[src/rtl/alu_pkg.sv]
// Shared ALU definitions: op encodings and the DIVU sequencer state encoding.
package alu_pkg;

  localparam logic [3:0] ALU_AND  = 4'b0000;
  localparam logic [3:0] ALU_OR   = 4'b0001;
  localparam logic [3:0] ALU_ADD  = 4'b0010;
  localparam logic [3:0] ALU_SLL  = 4'b0011;
  localparam logic [3:0] ALU_DIVU = 4'b0100;
  localparam logic [3:0] ALU_BNE  = 4'b0101;
  localparam logic [3:0] ALU_SUB  = 4'b0110;
  localparam logic [3:0] ALU_SLT  = 4'b0111;

  typedef enum logic [1:0] {
    StIdle = 2'd0,
    StRun  = 2'd1,
    StDone = 2'd2
  } divu_state_e;

endpackage

[src/rtl/divu_step.sv]
// One restoring shift-subtract iteration: produces one quotient bit.
module divu_step #(
  parameter int unsigned WIDTH = 32
) (
  input  logic [WIDTH-1:0] rem,
  input  logic [WIDTH-1:0] q,
  input  logic [WIDTH-1:0] divisor,
  output logic [WIDTH-1:0] rem_next,
  output logic [WIDTH-1:0] q_next
);

  logic [WIDTH:0]   shifted;
  logic [WIDTH-1:0] diff;

  // Compare on WIDTH+1 bits; when it succeeds the difference always fits in WIDTH bits.
  assign shifted = {rem, q[WIDTH-1]};
  assign diff    = shifted[WIDTH-1:0] - divisor;

  always_comb begin
    rem_next = shifted[WIDTH-1:0];
    q_next   = {q[WIDTH-2:0], 1'b0};
    if (shifted >= {1'b0, divisor}) begin
      rem_next = diff;
      q_next   = {q[WIDTH-2:0], 1'b1};
    end
  end

endmodule

[src/rtl/divu_sequencer.sv]
// Multi-cycle unsigned divide controller beside the EX-stage ALU; remainder to hi, quotient to lo.
// Optional DIVU_EARLY_ZERO_EN: a zero divisor skips the iterations and completes in one cycle.
module divu_sequencer
  import alu_pkg::*;
#(
  parameter int unsigned WIDTH   = 32,
  parameter logic [3:0]  OP_DIVU = ALU_DIVU
) (
  input  logic             clk,
  input  logic             rst_n,
  input  logic             op_valid,
  input  logic [3:0]       alu_op,
  input  logic [WIDTH-1:0] dividend,
  input  logic [WIDTH-1:0] divisor,
  input  logic             flush,
  output logic             busy,
  output logic             done,
  output logic [WIDTH-1:0] hi,
  output logic [WIDTH-1:0] lo
);

  localparam int unsigned CW = $clog2(WIDTH) + 1;
  localparam logic [CW-1:0] LastIter = CW'(WIDTH - 1);

  divu_state_e      state;
  logic [CW-1:0]    count;
  logic [WIDTH-1:0] rem, quo, dvsr;
  logic [WIDTH-1:0] rem_next, quo_next;
  logic             accept;

  assign accept = op_valid && (alu_op == OP_DIVU) && !flush;

  divu_step #(
    .WIDTH(WIDTH)
  ) u_step (
    .rem      (rem),
    .q        (quo),
    .divisor  (dvsr),
    .rem_next (rem_next),
    .q_next   (quo_next)
  );

  always_ff @(posedge clk or negedge rst_n) begin
    if (!rst_n) begin
      state <= StIdle;
      count <= '0;
      rem   <= '0;
      quo   <= '0;
      dvsr  <= '0;
      busy  <= 1'b0;
      done  <= 1'b0;
      hi    <= '0;
      lo    <= '0;
    end else begin
      done <= 1'b0;
      case (state)
        StIdle: begin
          busy <= 1'b0;
          if (accept) begin
            rem   <= '0;
            quo   <= dividend;
            dvsr  <= divisor;
            count <= '0;
            state <= StRun;
            busy  <= 1'b1;
`ifdef DIVU_EARLY_ZERO_EN
            // Later assignments override the normal start.
            if (divisor == '0) begin
              state <= StDone;
              busy  <= 1'b0;
              done  <= 1'b1;
              hi    <= dividend;
              lo    <= '1;
            end
`endif
          end
        end
        StRun: begin
          if (flush) begin
            state <= StIdle;
            busy  <= 1'b0;
          end else begin
            rem   <= rem_next;
            quo   <= quo_next;
            count <= count + 1'b1;
            if (count == LastIter) begin
              state <= StDone;
              busy  <= 1'b0;
              done  <= 1'b1;
              hi    <= rem_next;
              lo    <= quo_next;
            end
          end
        end
        StDone: begin
          // Result already committed; flush here has no effect.
          state <= StIdle;
        end
        default: state <= StIdle;
      endcase
    end
  end

endmodule
[config.mk]
export PLATFORM = sky130hd
export DESIGN_NAME = divu_sequencer
export DESIGN_NICKNAME = d
export VERILOG_FILES = /design/src/rtl/alu_pkg.sv /design/src/rtl/divu_step.sv /design/src/rtl/divu_sequencer.sv
export SDC_FILE = /design/constraint.sdc
export NUM_CORES = 1
export LEC_CHECK = 0
export BUFFER_PORTS_ARGS = -buffer_cell sky130_fd_sc_hd__buf_2
export CORE_MARGIN = 4
export CORE_UTILIZATION = 35
export CTS_BUF_LIST = sky130_fd_sc_hd__clkbuf_8
export DETAILED_ROUTE_END_ITERATION = 10
export PLACE_DENSITY = 0.57
export SLEW_MARGIN = 20
export SYNTH_ARGS = -nofsm -noshare
export SYNTH_HDL_FRONTEND = slang
export SYNTH_SLANG_ARGS = --single-unit
[constraint.sdc]
create_clock -name clk -period 3.6 [get_ports clk]
set_input_delay 0.72 -clock clk [delete_from_list [all_inputs] [get_ports clk]]
set_output_delay 0.72 -clock clk [all_outputs]
set_load 0.02 [all_outputs]
==> results by group, run 1 <==
Global routing
  – GRT overflow: 0
  – Largest net degree at the start of global routing: 88
  – Initial antenna violation count: 1
  – Gr usage total: 16.8%
  – First-pass GRT wire length: 38700 microns
  – Vias in the first global route: 7285

Timing
  – Final Hold Fails: 0
  – Final Max Tran Viols: 0
  – Skew final: 0.0178 ns
  – Final setup vio count: 0
  – Min Hold Slack: 0.212 ns
  – Rel. slew slack: 40.1%
  – Tcrit/Tclk final: 90.0%
  – Post-layout minimum cycle time: 3.24 ns
  – RSZ-0062 raised after global routing: false
  – Fmax: 0.309 GHz
  – Worst slew pin tran: 0.899 ns
  – Setup TNS Final: 0 ns

Cells and area
  – Nets: 1183
  – Area growth from synthesis to layout: 16.2%
  – Share of cells above drive strength 1: 21.0%

Yosys
  – Ys flop type: dfrtp_1
  – Number of synthesized flops with an enable pin: 0
  – Yosys warning count: 0
  – Share of the synthesized area in the top cell type: 47.8%
  – Cell Area, Synth: 8890 sq um
  – Flops & latches, synth: 170
  – Syn_nets: 1065
  – Cells taking the most area after synthesis: dfrtp_1 48%, nand2_1 8.5%, o21ai_0 5.9%, mux2i_1 5.5%, ha_1 4.6%
  – Most area-hungry cell type in the Yosys netlist: dfrtp_1
  – Post-synthesis average cell area: 9.28 sq um
  – Cells after Synth: 959
  – Async SR Flop Fraction: 100%
  – Seq/Total Area, Yosys: 47.8%
  – Unique masters post-synth: 53

Die
  – Die Wd: 167 microns
  – Die Span Y: 167 microns
  – Starting Density: 35.4%
  – Core region area: 25100 sq um
  – Row cnt: 58
  – Die area: 28000 sq um
  – IO Pins: 138

Power
  – Worst vdd rail ir drop: 0.258 mV
  – Leakage: 5.18 nW
  – Pwr/cell area: 742 nW/um^2

CTS
  – Sink Count: 170
  – CTS resizes: 0
  – Clock Latency Late Sink: 0.49 ns
  – H-tree levels: 4
  – Worst-case clock buffer depth: 2
  – CTS Hold Bufs: 0
  – Number of post-CTS setup repair buffers: 0
  – CTS buffer count: 17
  – Reg clk slew, reported paths: 0.10 ns
  – CTS tree: built
  – Root Buffer Master: clkbuf_8

Drt
  – Routed Antenna Nets: 0
  – First-pass detailed-route iteration total: 4
  – Vias per inst: 5.01
  – Drt wl/cell: 16.5 microns
  – DR vias: 7114
  – Initial DRC count: 376
  – Post-Route WL: 23500 microns
  – Residual DRC count: 0

Setup path
  – Reg2reg start: rem[17]$_DFFE_PN0P_
  – CP max stage delay: 0.70 ns
  – Critical Path RT: 3.99 ns
  – Crit Path Max Fanout: 18
  – CP Cell Sequence: ha_1 > a21oi_1 > o21ai_2 > o311ai_2 > a21oi_2 > o21ai_2 > buf_4 > and2_1 > a21oi_1 > o21ai_0
  – WS Path Type: flop to flop
  – Setup crit end kind: flop
  – Slowest CP cell: and2_1
  – Startpoint types: flop
  – Crit. Startpoint: rem[17]$_DFFE_PN0P_
  – Arr. time, crit path: 3.63 ns

Hold path
  – Worst hold-check path type: input pin to asynchronous set/reset pin

Placement
  – IO Port Bufs: 137
  – DP Wirelength: 16300 microns
  – Placer Congestion: 0.871

Outcome
  – Status: complete, no violations

Flow run
  – Number of max-cap violations: 0
per-stage QoR:
stage	util (%)	total power [W]	cells	worst slack [ns]	instance area, sq um
after floorplan	-	0.00526	959	1.12	8890
after global placement	39.4	0.00624	1388	0.337	9900
after detailed placement	39.4	0.00623	1388	0.381	9900
after CTS	41.2	0.00774	1420	0.342	10300
after global routing	41.2	0.00830	1420	0.0355	10300
final	41.2	0.00766	1421	0.360	10300
Yosys cell counts, types with 6 or more instances:
library cell  instances
nand2_1             202
dfrtp_1             170
o21ai_0             104
a21oi_1              54
mux2i_1              49
inv_1                44
nand3_1              44
clkbuf_1             36
ha_1                 33
mux2_2               33
nor2_1               27
o211ai_1             14
xnor2_1              14
xor2_1               13
a21o_1               12
nand4_1              11
o21bai_1              8
a31oi_1               7
buf_2                 7
a211oi_1              6
and2_1                6
and3_1                6
kinds of logic after synthesis:
logic type,synth area share [%]
multiplexers,9.69
buffers and inverters,4.36
AO/OA/AOI/OAI,15.1
flip-flops,47.8
AND/OR/NAND/NOR,15.5
adder cells (fa/ha/maj),4.87
XOR/XNOR,2.66
final timing paths:
kind | to | cells after the start | slack [ns]
hold / removal | dvsr[10]$_DFFE_PN0P_ | 1 | 0.21
setup reg to reg | rem[1]$_DFFE_PN0P_ | 10 | 0.36
max in group asynchronous | dvsr[31]$_DFFE_PN0P_ | 2 | 2.48
hold reg to reg | hi[16]$_DFFE_PN0P_ | 2 | 0.48
min in group clk | dvsr[28]$_DFFE_PN0P_ | 2 | 0.46
setup / recovery | rem[1]$_DFFE_PN0P_ | 10 | 0.36
routing by layer:
layer  GRT usage, %  vias to the layer above  part of all wire (%)
li1               -                     3562                     -
met1           22.7                     3374                    47
met2           26.0                      157                    44
met3           5.97                       19                   7.8
met4           4.38                        2                   1.0
met5              0                        -                 0.051
critical path, delay by kind of cell (launching register included):
family          cells  cell delay [ns]
flops               1             0.41
fa+ha+maj           1             0.41
compound gates      7             1.38
simple gates        1             0.70
buf+inv             1             0.25
flip-flops by register name, indices dropped and copies added, names as in the netlist:
| name | flops |
|---|---|
| dvsr | 32 |
| hi | 32 |
| lo | 32 |
| quo | 32 |
| rem | 32 |
| count | 6 |
| state | 2 |
| busy | 1 |
| done | 1 |
cells in the final DEF (no fill, tap or decap), drive strengths merged, types with 12 or more instances in the layout:
master	n
o211ai	14
a21oi	55
dfrtp	170
clkbuf	17
nand2	203
nor2	27
a21o	12
o21ai	109
nand3	44
xor2	13
xnor2	14
ha	33
buf	150
inv	53
mux2i	49
mux2	33
where the power goes:
part,switching (W),total (W),leakage [nW],internal [W]
clock,0.000860,0.00146,0.212,0.000599
combinational,0.00231,0.00374,2.69,0.00143
sequential,0.000247,0.00246,2.28,0.00221
layout make-up:
cell class                 count  area [sq um]
tap                          330           413
multi-input combinational    693          4270
antenna                        1          2.50
clock inverter                15           194
sequential                   170          4250
timing repair buffer         150           802
fill                        2599         14800
clock buffer                  17           234
inverter                      45           169
Power figures use the tool's default switching activity.
==> run 2, diff against run 1 <==
--- a/config.mk
+++ b/config.mk
@@ -5,7 +5,7 @@
 export SDC_FILE = /design/constraint.sdc
 export NUM_CORES = 1
 export LEC_CHECK = 0
-export BUFFER_PORTS_ARGS = -buffer_cell sky130_fd_sc_hd__buf_2
+export BUFFER_PORTS_ARGS = -buffer_cell sky130_fd_sc_hd__buf_4
 export CORE_MARGIN = 4
 export CORE_UTILIZATION = 35
 export CTS_BUF_LIST = sky130_fd_sc_hd__clkbuf_8
==> constraint.sdc (replaced) <==
create_clock -name clk -period 3.6 [get_ports clk]
set_input_delay 0.18 -clock clk [delete_from_list [all_inputs] [get_ports clk]]
set_output_delay 0.18 -clock clk [all_outputs]
set_load 0.02 [all_outputs]
==> results by group, run 2 (synthesis gave the netlist of run 1 again) <==
Drt
  – First-pass detailed-route iteration total: 4 (unchanged)
  – Initial DRC count: 349 (was 376)
  – Drt wl/cell: 16.2 microns (was 16.5 microns)
  – Post-Route WL: 24000 microns (was 23500 microns)
  – Vias per inst: 4.95 (was 5.01)
  – Routed Antenna Nets: 0 (unchanged)
  – DR vias: 7335 (was 7114)
  – Residual DRC count: 0 (unchanged)

Cells and area
  – Most frequent cells in the layout: 201 x nand2_1, 170 x dfrtp_1, 147 x buf_4 (was 201 x nand2_1, 170 x dfrtp_1, 136 x buf_2)
  – Area growth from synthesis to layout: 26.7% (was 16.2%)
  – Share of cells above drive strength 1: 19.8% (was 21.0%)
  – Nets: 1245 (was 1183)
  – Most common cell after layout, fill and taps aside: nand2_1 (unchanged)
  – # diodes: 0 (was 1)

Die
  – Starting Density: 35.4% (unchanged)
  – Die Span Y: 167 microns (unchanged)
  – Die area: 28000 sq um (unchanged)
  – Die Wd: 167 microns (unchanged)
  – Row cnt: 58 (unchanged)
  – Core region area: 25100 sq um (unchanged)
  – IO Pins: 138 (unchanged)

Setup path
  – Reg2Reg Depth: 10 (unchanged)
  – CP max stage delay: 0.71 ns (was 0.70 ns)
  – Worst path top cell family by delay: compound AO/OA/AOI/OAI gates (unchanged)
  – Critical Path RT: 3.97 ns (was 3.99 ns)
  – R2r setup slk: 0.36 ns (about the same)
  – Startpoint types: flop (unchanged)
  – WS Path Type: flop to flop (unchanged)
  – Setup crit end kind: flop (unchanged)
  – CP Cell Sequence: ha_1 > a21oi_1 > o21ai_2 > o311ai_2 > a21oi_2 > o21ai_2 > buf_4 > and2_1 > a21oi_1 > o21ai_0 (unchanged)
  – CP bufs+invs: 1 (unchanged)
  – Crit. Startpoint: rem[19]$_DFFE_PN0P_ (was rem[17]$_DFFE_PN0P_)
  – Slowest CP cell: and2_1 (unchanged)
  – Crit Path Max Fanout: 18 (unchanged)
  – Reg2reg start: rem[19]$_DFFE_PN0P_ (was rem[17]$_DFFE_PN0P_)
  – Arr. time, crit path: 3.61 ns (was 3.63 ns)
  – R2r endpoint: rem[12]$_DFFE_PN0P_ (was rem[1]$_DFFE_PN0P_)

Hold path
  – Worst hold path startpoint: dividend[20]
  – WHS Endpoint: quo[20]$_DFFE_PN0P_
  – Hold depth: 3
  – Worst hold-check path type: input pin to flop (was input pin to asynchronous set/reset pin)

Timing
  – Final setup vio count: 0 (unchanged)
  – Worst slew pin tran: 0.952 ns (was 0.899 ns)
  – Final Max Tran Viols: 0 (unchanged)
  – Final Hold Fails: 0 (unchanged)
  – Skew final: 0.0300 ns (was 0.0178 ns)
  – Fin worst setup slack: 0.359 ns (was 0.360 ns)
  – Setup TNS Final: 0 ns (unchanged)
  – RSZ-0062 raised after global routing: false (unchanged)
  – Fmax: 0.309 GHz (about the same)
  – Min Hold Slack: 0.0235 ns (was 0.212 ns)
  – Post-layout minimum cycle time: 3.24 ns (about the same)
  – Rel. slew slack: 36.5% (was 40.1%)
  – Tcrit/Tclk final: 90.0% (about the same)

Placement
  – Pre-CTS setup slack: 0.369 ns (was 0.381 ns)
  – Placer Congestion: 0.883 (was 0.871)
  – DP Wirelength: 16500 microns (was 16300 microns)
  – IO Port Bufs: 137 (unchanged)

Global routing
  – Largest net degree at the start of global routing: 100 (was 88)
  – Vias in the first global route: 7653 (was 7285)
  – First-pass GRT wire length: 40400 microns (was 38700 microns)
  – Initial antenna violation count: 0 (was 1)
  – GRT overflow: 0 (unchanged)
  – Gr usage total: 17.5% (was 16.8%)

CTS
  – Number of post-CTS setup repair buffers: 0 (unchanged)
  – CTS buffer count: 17 (unchanged)
  – Root Buffer Master: clkbuf_8 (unchanged)
  – H-tree levels: 4 (unchanged)
  – CTS Hold Bufs: 63 (was 0)
  – Clock Latency Late Sink: 0.48 ns (was 0.49 ns)
  – CTS tree: built (unchanged)
  – Worst-case clock buffer depth: 2 (unchanged)
  – Reg clk slew, reported paths: 0.12 ns (was 0.10 ns)
  – Sink Count: 170 (unchanged)
  – CTS resizes: 0 (unchanged)

Power
  – Cell-internal power: 0.00425 W (about the same)
  – Clk network pwr share: 18.0% (was 19.0%)
  – Sw power: 0.00345 W (was 0.00342 W)
  – Sw Share: 44.8% (was 44.6%)
  – Worst vdd rail ir drop: 0.252 mV (was 0.258 mV)
  – Leakage: 5.48 nW (was 5.18 nW)
  – Sequential power share: 32.0% (was 32.1%)
  – Pwr/cell area: 683 nW/um^2 (was 742 nW/um^2)
  – Total power after layout: 0.00770 W (was 0.00766 W)
  – Combinational share of power: 50.0% (was 48.9%)

Flow run
  – Number of max-cap violations: 0 (unchanged)

Outcome
  – Status: complete, no violations (unchanged)
-- run 2: layout make-up --
class | instances | area (sq um)
multi-input cells | 693 | 4270
inverters | 45 | 169
well taps | 330 | 413
fillers | 2509 | 13800
flip-flops and latches | 170 | 4250
repair buffers | 212 | 1770
clock inverters | 15 | 170
clock buffers | 17 | 234
-- run 2: power groups by stage --
stage | Sequential, W | Combinational (W) | Clock, W
detailed placement | 0.00250 | 0.00379 | 0
global placement | 0.00249 | 0.00379 | 0
CTS | 0.00246 | 0.00387 | 0.00144
global route | 0.00251 | 0.00433 | 0.00152
floorplan | 0.00242 | 0.00284 | 0
finish | 0.00246 | 0.00385 | 0.00139
-- run 2: per-stage QoR --
stage | cells | cell area (sq um) | utilization, %
finish | 1482 | 11300 | 44.9
global route | 1482 | 11300 | 44.9
CTS | 1482 | 11300 | 44.9
detailed placement | 1387 | 10200 | 40.8
global placement | 1387 | 10200 | 40.8
floorplan | 959 | 8890 | -
-- run 2: how the worst max path moves through the flow --
stage               depth (start not counted)                   to  slack [ns]
finish                                     10  rem[12]$_DFFE_PN0P_        0.36
global route                               10   rem[1]$_DFFE_PN0P_        0.13
CTS                                        10   rem[1]$_DFFE_PN0P_        0.36
detailed placement                         10    hi[5]$_DFFE_PN0P_        0.37
global placement                           10    hi[5]$_DFFE_PN0P_        0.44
floorplan                                  11  rem[26]$_DFFE_PN0P_        1.12
-- run 2: worst register-to-register path, delay by kind of cell (launching register included) --
kind	cells	cell delay, ns
AO/OA/AOI/OAI	7	1.42
buffers and inverters	1	0.24
adder cells (fa/ha/maj)	1	0.38
flip-flops	1	0.41
AND/OR/NAND/NOR	1	0.71
-- run 2: per-layer routing --
metal | up-vias | track usage (%) | part of all wire, %
met1 | 3503 | 23.7 | 46
li1 | 3659 | - | -
met3 | 13 | 5.08 | 6.6
met5 | - | 0 | 0
met2 | 160 | 28.2 | 46
met4 | 0 | 3.39 | 0.68
==> run 3, diff against run 2 <==
==> constraint.sdc (replaced) <==
create_clock -name clk -period 3.2 [get_ports clk]
set_input_delay 0.16 -clock clk [delete_from_list [all_inputs] [get_ports clk]]
set_output_delay 0.16 -clock clk [all_outputs]
set_load 0.02 [all_outputs]
==> results by group, run 3 (synthesis gave the netlist of run 1 again) <==
Outcome
  – Status: complete, no violations (unchanged)

CTS
  – Worst-case clock buffer depth: 2 (unchanged)
  – Clock Latency Late Sink: 0.48 ns (about the same)
  – Reg clk slew, reported paths: 0.10 ns (was 0.12 ns)
  – Number of post-CTS setup repair buffers: 0 (unchanged)
  – H-tree levels: 4 (unchanged)
  – CTS buffer count: 17 (unchanged)
  – Sink Count: 170 (unchanged)
  – CTS tree: built (unchanged)
  – Root Buffer Master: clkbuf_8 (unchanged)

Setup path
  – Crit. Startpoint: quo[31]$_DFFE_PN0P_ (was rem[19]$_DFFE_PN0P_)
  – Worst path top cell family by delay: compound AO/OA/AOI/OAI gates (unchanged)
  – WS Path Type: flop to flop (unchanged)
  – Slowest CP cell: fa_1 (was and2_1)
  – Critical Path RT: 3.53 ns (was 3.97 ns)
  – CP max stage delay: 0.40 ns (was 0.71 ns)
  – Reg2Reg Depth: 12 (was 10)
  – R2r setup slk: 0.26 ns (was 0.36 ns)
  – CP bufs+invs: 2 (was 1)
  – Reg2reg start: quo[31]$_DFFE_PN0P_ (was rem[19]$_DFFE_PN0P_)
  – Crit path capture: hi[18]$_DFFE_PN0P_ (was rem[12]$_DFFE_PN0P_)
  – Startpoint types: flop (unchanged)
  – CP Cell Sequence: inv_1 > ha_1 > fa_1 > nand2b_1 > a21o_1 > a211oi_2 > o21ai_0 > buf_4 > a21oi_1 > o21ai_0 > a31oi_1 > o21ai_0 (was ha_1 > a21oi_1 > o21ai_2 > o311ai_2 > a21oi_2 > o21ai_2 > buf_4 > and2_1 > a21oi_1 > o21ai_0)
  – Crit Path Max Fanout: 3 (was 18)
  – CP Depth: 12 (was 10)
  – Arr. time, crit path: 3.27 ns (was 3.61 ns)
  – Setup crit end kind: flop (unchanged)
  – Top cell by count, worst path: o21ai_0
  – R2r endpoint: hi[18]$_DFFE_PN0P_ (was rem[12]$_DFFE_PN0P_)

Drt
  – Routed Antenna Nets: 0 (unchanged)
  – DR vias: 7398 (was 7335)
  – Initial DRC count: 274 (was 349)
  – First-pass detailed-route iteration total: 6 (was 4)
  – Vias per inst: 4.97 (was 4.95)
  – Drt wl/cell: 15.9 microns (was 16.2 microns)
  – Residual DRC count: 0 (unchanged)
  – Post-Route WL: 23700 microns (was 24000 microns)

Flow run
  – Number of max-cap violations: 0 (unchanged)

Cells and area
  – Most common cell after layout, fill and taps aside: nand2_1 (unchanged)
  – Share of cells above drive strength 1: 20.4% (was 19.8%)
  – Fillers: 2487 (was 2509)
  – Area growth from synthesis to layout: 27.9% (was 26.7%)
  – Nets: 1252 (was 1245)
  – Most frequent cells in the layout: 201 x nand2_1, 170 x dfrtp_1, 151 x buf_4 (was 201 x nand2_1, 170 x dfrtp_1, 147 x buf_4)
  – Design Area, Final: 11400 sq um (was 11300 sq um)
  – # diodes: 0 (unchanged)

Timing
  – Setup TNS Final: 0 ns (unchanged)
  – Rel. slew slack: 40.5% (was 36.5%)
  – Worst slew pin tran: 0.893 ns (was 0.952 ns)
  – Post-layout minimum cycle time: 2.94 ns (was 3.24 ns)
  – Fin worst setup slack: 0.256 ns (was 0.359 ns)
  – Final Hold Fails: 0 (unchanged)
  – Tcrit/Tclk final: 92.0% (was 90.0%)
  – Final Max Tran Viols: 0 (unchanged)
  – Skew final: 0.0269 ns (was 0.0300 ns)
  – Final setup vio count: 0 (unchanged)
  – RSZ-0062 raised after global routing: false (unchanged)
  – Fmax: 0.340 GHz (was 0.309 GHz)

Global routing
  – Largest net degree at the start of global routing: 88 (was 100)
  – Initial antenna violation count: 0 (unchanged)
  – Gr usage total: 17.4% (was 17.5%)
  – First-pass GRT wire length: 40300 microns (was 40400 microns)
  – GRT overflow: 0 (unchanged)
  – Vias in the first global route: 7638 (was 7653)

Hold path
  – Worst hold-check path type: input pin to flop (unchanged)
  – Hold depth: 4 (was 3)

Placement
  – DP Wirelength: 16500 microns (about the same)
  – Placer Congestion: 0.825 (was 0.883)
  – Post-DP Area: 10300 sq um (was 10200 sq um)
  – IO Port Bufs: 137 (unchanged)
  – Pre-CTS setup slack: 0.206 ns (was 0.369 ns)

Die
  – Row cnt: 58 (unchanged)
  – Die area: 28000 sq um (unchanged)
  – Starting Density: 35.4% (unchanged)
  – IO Pins: 138 (unchanged)
  – Die Span Y: 167 microns (unchanged)
  – Core region area: 25100 sq um (unchanged)
  – Die Wd: 167 microns (unchanged)

Power
  – Worst vdd rail ir drop: 0.320 mV (was 0.252 mV)
  – Pwr/cell area: 773 nW/um^2 (was 683 nW/um^2)
  – Leakage: 5.52 nW (was 5.48 nW)
-- run 3: routing by layer --
metal  wire (microns)  vias to the layer above  GRT usage, %
li1                 -                     3678             -
met1            11100                     3557          23.8
met3             1540                       14          5.08
met2            11000                      149          27.8
met5                0                        -             0
met4              176                        0          3.35
-- run 3: layout make-up --
cell class                      count  area [sq um]  share of cell area, %
Clock buffer                       18           248                   2.18
Inverter                           45           169                   1.48
Clock inverter                     14           169                   1.48
Multi-Input combinational cell    693          4290                   37.7
Timing Repair Buffer              219          1840                   16.1
Sequential cell                   170          4250                   37.4
Tap cell                          330           413                   3.63
-- run 3: power breakdown --
group	internal (W)	total [W]	switching [W]
sequential	0.00249	0.00277	0.000284
combinational	0.00177	0.00443	0.00266
clock	0.000622	0.00159	0.000963
total	0.00488	0.00879	0.00391
-- run 3: worst min path at each step --
stage / slack [ns] / startpoint / endpoint
after global placement: 0.19 / rst_n / hi[10]$_DFFE_PN0P_
after detailed placement: 0.18 / rst_n / hi[10]$_DFFE_PN0P_
final: 0.06 / flush / busy$_DFFE_PN0P_
after CTS: 0.03 / flush / busy$_DFFE_PN0P_
after global routing: 0.12 / flush / busy$_DFFE_PN0P_
after floorplan: -0.14 / rst_n / busy$_DFFE_PN0P_
-- run 3: timing repair --
| action | in CTS | in global routing |
|---|---|---|
| gates resized for setup | 0 | 4 |
| endpoints found under the hold margin | 120 | 0 |
| hold buffers | 65 | 0 |
| setup endpoints to repair | 0 | 11 |
-- run 3: metrics by stage --
| step | hold slack, ns | std cells | util, % | total power (W) |
|---|---|---|---|---|
| global placement | 0.185 | 1392 | 41.0 | 0.00713 |
| floorplan | -0.136 | 959 | - | 0.00592 |
| global route | 0.122 | 1489 | 45.3 | 0.00954 |
| finish | 0.0638 | 1489 | 45.3 | 0.00879 |
| detailed placement | 0.183 | 1392 | 41.0 | 0.00713 |
| CTS | 0.0275 | 1489 | 45.2 | 0.00882 |
-- run 3: worst min-delay path: stages --
cell     delay (ns)
buf_4          0.10
nor3b_1        0.05
o21ai_0        0.13
nand2_1        0.05
